[src/rtl/fu_alu_pkg.sv]
// Shared types and constants for the shared-ALU arbiter.
package fu_alu_pkg;

  localparam int unsigned ALU_CFG_W = 2;

  // ALU function select, forwarded unmodified as config_sig.
  typedef enum logic [ALU_CFG_W-1:0] {
    OP_ADD   = 2'd0,
    OP_SUB   = 2'd1,
    OP_PASS0 = 2'd2,
    OP_PASS1 = 2'd3
  } op_e;

  // Arbiter sequence: accept, wait for the ALU register, capture, hand off.
  typedef enum logic [1:0] {
    IDLE = 2'd0,
    EXEC = 2'd1,
    CAPT = 2'd2,
    RESP = 2'd3
  } state_e;

endpackage

[src/rtl/rr_pick.sv]
// Combinational round-robin picker: first valid at or above ptr, wrapping modulo N.
module rr_pick #(
  parameter int unsigned N   = 4,
  parameter int unsigned IDW = $clog2(N)
) (
  input  logic [N-1:0]   valid,
  input  logic [IDW-1:0] ptr,
  output logic [N-1:0]   grant,
  output logic [IDW-1:0] idx,
  output logic           any_valid
);

  logic [31:0] j;

  // Scan N positions starting at ptr; the first hit wins.
  always_comb begin
    grant     = '0;
    idx       = '0;
    any_valid = 1'b0;
    j         = '0;
    for (int unsigned off = 0; off < N; off++) begin
      j = (32'(ptr) + off) % N;
      if (!any_valid && valid[j]) begin
        any_valid = 1'b1;
        grant[j]  = 1'b1;
        idx       = j[IDW-1:0];
      end
    end
  end

endmodule

[src/rtl/fu_alu_arbiter.sv]
// Round-robin arbiter sharing one registered two-input ALU among NREQ requesters.
module fu_alu_arbiter
  import fu_alu_pkg::*;
#(
  parameter int unsigned size = 32,
  parameter int unsigned NREQ = 4,
  parameter int unsigned IDW  = $clog2(NREQ)
) (
  input  logic                      clk,
  input  logic                      rst_n,
  input  logic [NREQ-1:0]           req_valid,
  output logic [NREQ-1:0]           req_ready,
  input  logic [ALU_CFG_W*NREQ-1:0] req_op,
  input  logic [size*NREQ-1:0]      req_in0,
  input  logic [size*NREQ-1:0]      req_in1,
  output logic                      resp_valid,
  input  logic                      resp_ready,
  output logic [IDW-1:0]            resp_id,
  output logic [size-1:0]           resp_data,
  output logic [ALU_CFG_W-1:0]      alu_config_sig,
  output logic [size-1:0]           alu_in0,
  output logic [size-1:0]           alu_in1,
  input  logic [size-1:0]           alu_out0,
  output logic                      busy
);

  state_e                 state_q, state_d;
  logic [IDW-1:0]         rr_ptr_q, rr_ptr_d;
  logic [ALU_CFG_W-1:0]   cfg_q, cfg_d;
  logic [size-1:0]        in0_q, in0_d;
  logic [size-1:0]        in1_q, in1_d;
  logic [size-1:0]        data_q, data_d;
  logic [IDW-1:0]         id_q, id_d;
  logic                   valid_q, valid_d;

  logic [NREQ-1:0]        grant;
  logic [IDW-1:0]         grant_idx;
  logic                   any_valid;

  rr_pick #(
    .N   (NREQ),
    .IDW (IDW)
  ) u_pick (
    .valid     (req_valid),
    .ptr       (rr_ptr_q),
    .grant     (grant),
    .idx       (grant_idx),
    .any_valid (any_valid)
  );

  // Next-state and operand latching; everything holds unless the state says otherwise.
  always_comb begin
    state_d  = state_q;
    rr_ptr_d = rr_ptr_q;
    cfg_d    = cfg_q;
    in0_d    = in0_q;
    in1_d    = in1_q;
    data_d   = data_q;
    id_d     = id_q;
    valid_d  = valid_q;
    unique case (state_q)
      IDLE: begin
        if (any_valid) begin
          cfg_d   = req_op[ALU_CFG_W*32'(grant_idx) +: ALU_CFG_W];
          in0_d   = req_in0[size*32'(grant_idx) +: size];
          in1_d   = req_in1[size*32'(grant_idx) +: size];
          id_d    = grant_idx;
          state_d = EXEC;
        end
      end
      EXEC: state_d = CAPT;
      CAPT: begin
        // Only here is alu_out0 trusted; the ALU itself has no reset.
        data_d  = alu_out0;
        valid_d = 1'b1;
        state_d = RESP;
      end
      RESP: begin
        if (resp_ready) begin
          valid_d  = 1'b0;
          rr_ptr_d = (id_q == IDW'(NREQ - 1)) ? '0 : id_q + IDW'(1);
          state_d  = IDLE;
        end
      end
      default: state_d = IDLE;
    endcase
  end

  // State and output registers, cleared asynchronously.
  always_ff @(posedge clk or negedge rst_n) begin
    if (!rst_n) begin
      state_q  <= IDLE;
      rr_ptr_q <= '0;
      cfg_q    <= '0;
      in0_q    <= '0;
      in1_q    <= '0;
      data_q   <= '0;
      id_q     <= '0;
      valid_q  <= 1'b0;
    end else begin
      state_q  <= state_d;
      rr_ptr_q <= rr_ptr_d;
      cfg_q    <= cfg_d;
      in0_q    <= in0_d;
      in1_q    <= in1_d;
      data_q   <= data_d;
      id_q     <= id_d;
      valid_q  <= valid_d;
    end
  end

  // Grants are only offered while idle.
  always_comb begin
    req_ready      = (state_q == IDLE) ? grant : '0;
    busy           = (state_q != IDLE);
    alu_config_sig = cfg_q;
    alu_in0        = in0_q;
    alu_in1        = in1_q;
    resp_data      = data_q;
    resp_id        = id_q;
    resp_valid     = valid_q;
  end

endmodule
[config.mk]
export PLATFORM = sky130hd
export DESIGN_NAME = fu_alu_arbiter
export DESIGN_NICKNAME = d
export VERILOG_FILES = /design/src/rtl/fu_alu_pkg.sv /design/src/rtl/rr_pick.sv /design/src/rtl/fu_alu_arbiter.sv
export SDC_FILE = /design/constraint.sdc
export NUM_CORES = 1
export LEC_CHECK = 0
export CAP_MARGIN = 10
export CELL_PAD_IN_SITES_DETAIL_PLACEMENT = 1
export CELL_PAD_IN_SITES_GLOBAL_PLACEMENT = 1
export CORE_MARGIN = 3
export CORE_UTILIZATION = 23
export DETAILED_ROUTE_END_ITERATION = 8
export PLACE_DENSITY = 0.81
export RECOVER_POWER = 25
export SYNTH_ARGS = -nofsm -noshare
export SYNTH_HDL_FRONTEND = slang
export SYNTH_HIERARCHICAL = 1
export SYNTH_SLANG_ARGS = --single-unit
[constraint.sdc]
create_clock -name clk -period 3 [get_ports clk]
set_input_delay 0.6 -clock clk [delete_from_list [all_inputs] [get_ports clk]]
set_output_delay 0.6 -clock clk [all_outputs]
set_load 0.01 [all_outputs]
=== Yosys cells after proc, flatten, opt, wreduce, memory -nomap -nowiden ===
Index checks and enable logic that the tools add are counted.

* Word-level logic and storage cells: 84
* Input bits: 303
* Output and inout port bits: 106
* Bits in registers: 105

* Shift operators: 3
* Equality and inequality tests: 6
* Bitwise logic cells: 3
* $lt $le $gt $ge: 8
* Muxes and demuxes: 35
* $add $sub $neg: 4
* Reductions and logical operators: 17

{| class="wikitable"
|+ Operators with widths
! cell !! number
|-
| $shiftx 128x8->32 || 2
|-
| $mux 4 || 5
|-
| $mux 2 || 7
|-
| $mux 1 || 13
|-
| $lt 2x3->1 const B || 4
|-
| $or 4x4->4 || 3
|-
| $bmux 1 s2 || 4
|-
| $demux 1 s2 || 4
|-
| $ge 2x1->1 const B || 4
|-
| $pmux 2 s4 || 1
|-
| $reduce_and 2->1 || 4
|-
| $shiftx 8x4->2 || 1
|-
| $logic_and 1x1->1 || 7
|-
| $eq 2x2->1 const B || 3
|-
| $add 2x1->2 const B || 2
|-
| $add 2x2->2 const B || 2
|-
| $ne 2x2->1 const B || 2
|-
| $reduce_bool 2->1 || 2
|-
| $logic_not 1->1 || 3
|-
| $eq 2x1->1 const B || 1
|-
| $logic_not 2->1 || 1
|-
| $pmux 1 s2 || 1
|}

=== Logic depth before layout (Yosys ltp) ===
* Depth after elaboration: 14
* Gate-level depth with buffers: 13
* Gate-level depth less buffers: 8

=== Hierarchy ===
Netlist, hierarchy kept.

{| class="wikitable"
|+ Modules (own cells, without submodules)
! module !! times used !! seq. area each (um^2) !! cells an instance !! area an instance (um^2)
|-
| fu_alu_arbiter || 1 || 2627.5 || 472 || 5582.9
|-
| rr_pick || 1 || 0.0 || 45 || 419.2
|}

=== Least setup slack after synthesis ===
Ideal clock, no wire load.

* Kind: register to register
* From: register rr_ptr_q[0]
* To: register cfg_q[1] (netlist: alu_config_sig[1])
* Clock period less this slack: 2.865 ns
* Slack: 0.135 ns
* Buffers on the path: 5
* Stages on the path, launching flop included: 14
* Data required time: 2.858 ns
* Setup time: 0.142 ns
* Arrival: 2.723 ns
* Path through: dfrtp_1 > buf_6 > inv_1 > ha_1 > mux4_2 > buf_6 > nor4b_4 > nor2_1 > a32o_1 > buf_2 > buf_6 > buf_2 > mux2i_1 > o221ai_1

* Longest elaborated chain between the ends: 13
* Elaborated cells on any way between the ends: 27
* Those cells by class: add/sub (3); shift (1); mux (16); reduce/logical (7)

{| class="wikitable"
|+ RTL lines
! element !! line !! text
|-
| start: declaration || fu_alu_arbiter.sv:28 || <nowiki>logic [IDW-1:0] rr_ptr_q, rr_ptr_d;</nowiki>
|-
| start signal: assignment || fu_alu_arbiter.sv:102 || <nowiki>rr_ptr_q <= rr_ptr_d;</nowiki>
|-
| parallel branches: the longest is 11 deep, another holds $add 2x1->2 || -- ||
|-
| $mux 2 (*) || rr_pick.sv:23 || <nowiki>if (!any_valid && valid[j]) begin</nowiki>
|-
| net grant_idx[1] || fu_alu_arbiter.sv:37 || <nowiki>logic [IDW-1:0] grant_idx;</nowiki>
|-
| $shiftx 8x4->2 (*) || fu_alu_arbiter.sv:64 || <nowiki>cfg_d = req_op[ALU_CFG_W*32'(grant_idx) +: ALU_CFG_W];</nowiki>
|-
| end signal: assignment || fu_alu_arbiter.sv:103 || <nowiki>cfg_q <= cfg_d;</nowiki>
|-
| end: declaration || fu_alu_arbiter.sv:29 || <nowiki>logic [ALU_CFG_W-1:0] cfg_q, cfg_d;</nowiki>
|}

Mark *: on every way through the listed nets, which the timed path passes. The select of a mux whose other input is x is not followed.
A chain may end at the register's enable or synchronous reset.

=== Worst setup path after layout ===
* From: register rr_ptr_q[0]
* To: output port req_ready[2]

* Longest elaborated chain between the ends: 13
* Elaborated cells on any way between the ends: 48
* Those cells by class: add/sub (3); order compare (8); mux (24); bitwise (3); reduce/logical (10)

{| class="wikitable"
|+ RTL lines
! element !! line !! text
|-
| parallel branches: the longest is 11 deep, another holds $lt 2x3->1 || -- ||
|-
| $mux 4 (*) || rr_pick.sv:23 ||
|-
| net grant[2] || fu_alu_arbiter.sv:36 || <nowiki>logic [NREQ-1:0] grant;</nowiki>
|-
| $mux 4 (*) || fu_alu_arbiter.sv:114 || <nowiki>req_ready = (state_q == IDLE) ? grant : '0;</nowiki>
|-
| end: declaration || fu_alu_arbiter.sv:12 || <nowiki>output logic [NREQ-1:0] req_ready,</nowiki>
|}

Marks and branches as above.

==> run_results.csv <==
group,metric,value,unit
logic_synthesis,syn_area,6000,µm²
place,gp_congestion,0.787,
place,dp_hpwl,20700,µm
global_route,grt_usage,0.178,
clock_tree,clock-sinks,105,
finish,stdcell_area,11200,µm²
drt,met3_length,1810,µm
clock_tree,cts_tree,"done",
worst_setup_path,reg2reg_depth,13,
timing,period_needed,2.99,ns
die,start_util,0.236,
finish,final_layout_size_suffix_gt1_frac,0.146,
timing,hold_viol_final,0,
drt,drt_iter0_markers,225,
logic_synthesis,ys_ff_latch,105,
drt,ant_nets,0,
global_route,grt_pass1_vias,6924,
die,fp.dieH,168,µm
clock_tree,numCtsBuffers,9,
logic_synthesis,syn_inst,517,
clock_tree,insertion_delay,0.36,ns
finish,nets,1269,
global_route,overflow,0,
power,p_sw_frac,0.403,
timing,setup_viol,0,
power,p_leak,4.71,nW
logic_synthesis,async_flop_share,1.00,
die,dieArea,28100,µm²
place,placed_cell_area,10800,µm²
logic_synthesis,synth_nets,831,
drt,vias_per_cell,4.72,
logic_synthesis,synth.top_cells.by_area,"dfrtp_1 44%, mux2i_1 23%, o221ai_1 9.6%",
global_route,grt_pass1_wl,39800,µm
worst_setup_path,cp-start-kind,"register",
timing,slew_headroom,0.0611,
clock_tree,cts_max_path_buffers,2,
worst_setup_path,end_kind,"output pin",
timing,rsz0062_at_grt,"yes",
worst_setup_path,worstPathRequired,2.40,ns
clock_tree,cts_hold_buf,0,
timing,worstMarginPinSlew,1.41,ns
logic_synthesis,ys_types,31,
clock_tree,cts_max_level,3,
power,peakVddDrop,0.000526,V
logic_synthesis,synth.avg_cell_area,11.6,µm²
drt,wl_per_cell,20.4,µm
clock_tree,path_clk_slew,0.08,ns
power,p_clk_frac,0.098,
drt,highest_layer,"met4",
logic_synthesis,ys_seq_area_frac,0.438,
worst_setup_path,path_max_fanout,4,
power,combPwrFrac,0.699,
power,power_switching,5.06,mW
power,p_per_area,1120,nW/µm²
die,row_count,58,
die,die_w,168,µm
finish,fin_cells,1291,
power,pwr-share-seq,0.203,
logic_synthesis,synth_largest_area_cell,"dfrtp_1",
logic_synthesis,synth-main-ff-cell,"dfrtp_1",
place,dp_cells,1261,
die,ios,409,
timing,skew,0.00926,ns
logic_synthesis,yosysTopAreaCellShare,0.438,
timing,slew_viol_final,0,
hold_path,holdPathStages,2,
timing,fmax,0.334,GHz
global_route,grt_max_degree,49,
drt,drc,0,
logic_synthesis,synth_warnings,6,
drt,firstDrtPassIters,4,
place,io_buffers,408,
timing,period_share,0.997,
global_route,antenna_found_initial,1,
die,core,25400,µm²
power,fin_total_pwr,12.6,mW
logic_synthesis,synth_edf_count,0,
run,maxCapViolations,0,
finish,area_growth,86.6,%
hold_path,worstHoldPathType,"register to register",
drt,vias,6094,
outcome,status,"completed",
clock_tree,cts-root-buf,"clkbuf_16",
drt,met2_length,14000,µm
drt,routed_wl,26400,µm
drt,wl_met1,10200,µm
power,p_int,7.51,mW
worst_setup_path,crit_type,"register to output pin",
worst_setup_path,arrival,2.39,ns
## sequential cells by signal (all words and copies together) (netlist names)
register        flops
resp_data          32
rr_ptr_q            2
alu_in1            32
resp_id             2
alu_config_sig      2
alu_in0            32
state_q             2
resp_valid          1
## routing by layer
| metal | global-route usage | vias to the layer above |
|---|---|---|
| met5 | 0 | - |
| met1 | 0.199 | 2992 |
| met4 | 0.0395 | 0 |
| li1 | - | 2827 |
| met2 | 0.340 | 253 |
| met3 | 0.0460 | 22 |
## power by group through the flow
stage	registers, mW	clock network, mW	logic (mW)
after floorplan	2.85	0	4.45
after global placement	2.54	0	8.35
after detailed placement	2.60	0	8.56
after CTS	2.56	1.29	8.73
after global routing	2.65	1.34	9.43
final	2.55	1.23	8.78
## worst max-delay path, stage by stage (launching register included)
cell     delay (ns)
dfrtp_1        0.40
buf_6          0.14
mux4_2         0.54
nor4b_4        0.29
buf_4          0.17
buf_6          0.09
a22oi_2        0.04
o21ai_1        0.09
and2_1         0.14
buf_2          0.13
## cells in the final DEF (no fill, tap or decap), drive strengths merged
cell / Yosys / routed
clkdlybuf4s50: 0 / 399
nand2b: 1 / 1
dlygate4sd2: 0 / 4
o221ai: 66 / 66
and2b: 1 / 1
nand2: 73 / 73
clkbuf: 13 / 11
buf: 30 / 65
diode: 0 / 1
mux4: 4 / 4
o31ai: 2 / 2
o211ai: 1 / 1
clkinvlp: 0 / 2
o311ai: 1 / 1
nor4: 1 / 1
dfrtp: 105 / 105
nor3: 1 / 1
and2: 4 / 4
o21ai: 6 / 6
nor2: 3 / 3
a32o: 1 / 1
o22ai: 1 / 1
ha: 11 / 11
a21oi: 1 / 1
clkinv: 0 / 1
inv: 8 / 12
nand3: 1 / 1
or2: 1 / 1
mux2i: 135 / 135
a22oi: 8 / 8
nor4b: 1 / 1
mux2: 37 / 37
## worst paths after layout
path | start | to | slack (ns)
setup / recovery | rr_ptr_q[0] | req_ready[2] | 0.009
hold / removal | alu_in1[19] | alu_in1[19] | 0.49
setup reg to reg | rr_ptr_q[0] | alu_in0[2] | 0.08
hold reg to reg | alu_in1[19] | alu_in1[19] | 0.49
max in group asynchronous | rst_n | alu_in1[10] | 0.69
min in group asynchronous | rst_n | resp_data[27] | 0.56
## synth_stat cells (2+ instances only)
master      n
nor2_1      3
o221ai_1   66
and2_1      4
clkbuf_1   13
buf_2      19
mux4_2      2
mux2i_1   135
ha_1       11
mux4_1      2
buf_1       2
a22oi_1     8
inv_1       8
o21ai_0     6
mux2_2     37
nand2_1    73
o31ai_1     2
dfrtp_1   105
buf_6       8
## kinds of logic after synthesis
family | count (synthesis) | share of synthesized area
DFF | 105 | 0.438
muxes | 176 | 0.311
adders and majority gates | 11 | 0.0229
AOI/OAI and AO/OA | 87 | 0.120
buffers and inverters | 51 | 0.0465
and+or+nand+nor | 87 | 0.0619
## through the flow
stage	hold WS [ns]	TNS, ns	utilization	worst slack, ns
5_1_grt	0.511	-1.30	0.441	-0.122
3_5_place_dp	0.472	-30.13	0.424	-0.590
3_3_place_gp	0.467	-24.63	0.424	-0.503
6_report	0.487	0	0.441	0.00894
2_1_floorplan	0.304	0	-	0.135
4_1_cts	0.301	-0.0968	0.439	-0.0493
## area by class of cell
cell class              count  area, µm²
diodes                      1       2.50
clock buffers               9        225
clock inverters             7       71.3
fillers                  2775      14200
inverters                   8       30.0
multi-input cells         361       3170
flip-flops and latches    105       2630
well taps                 330        413
repair buffers            470       4660
## repair_timing
action	CTS	global route
resized for setup	33	11
pin swaps	3	2
endpoints found under the setup margin	49	38
buffers inserted	10	3
(Power assumes the default switching activity.)
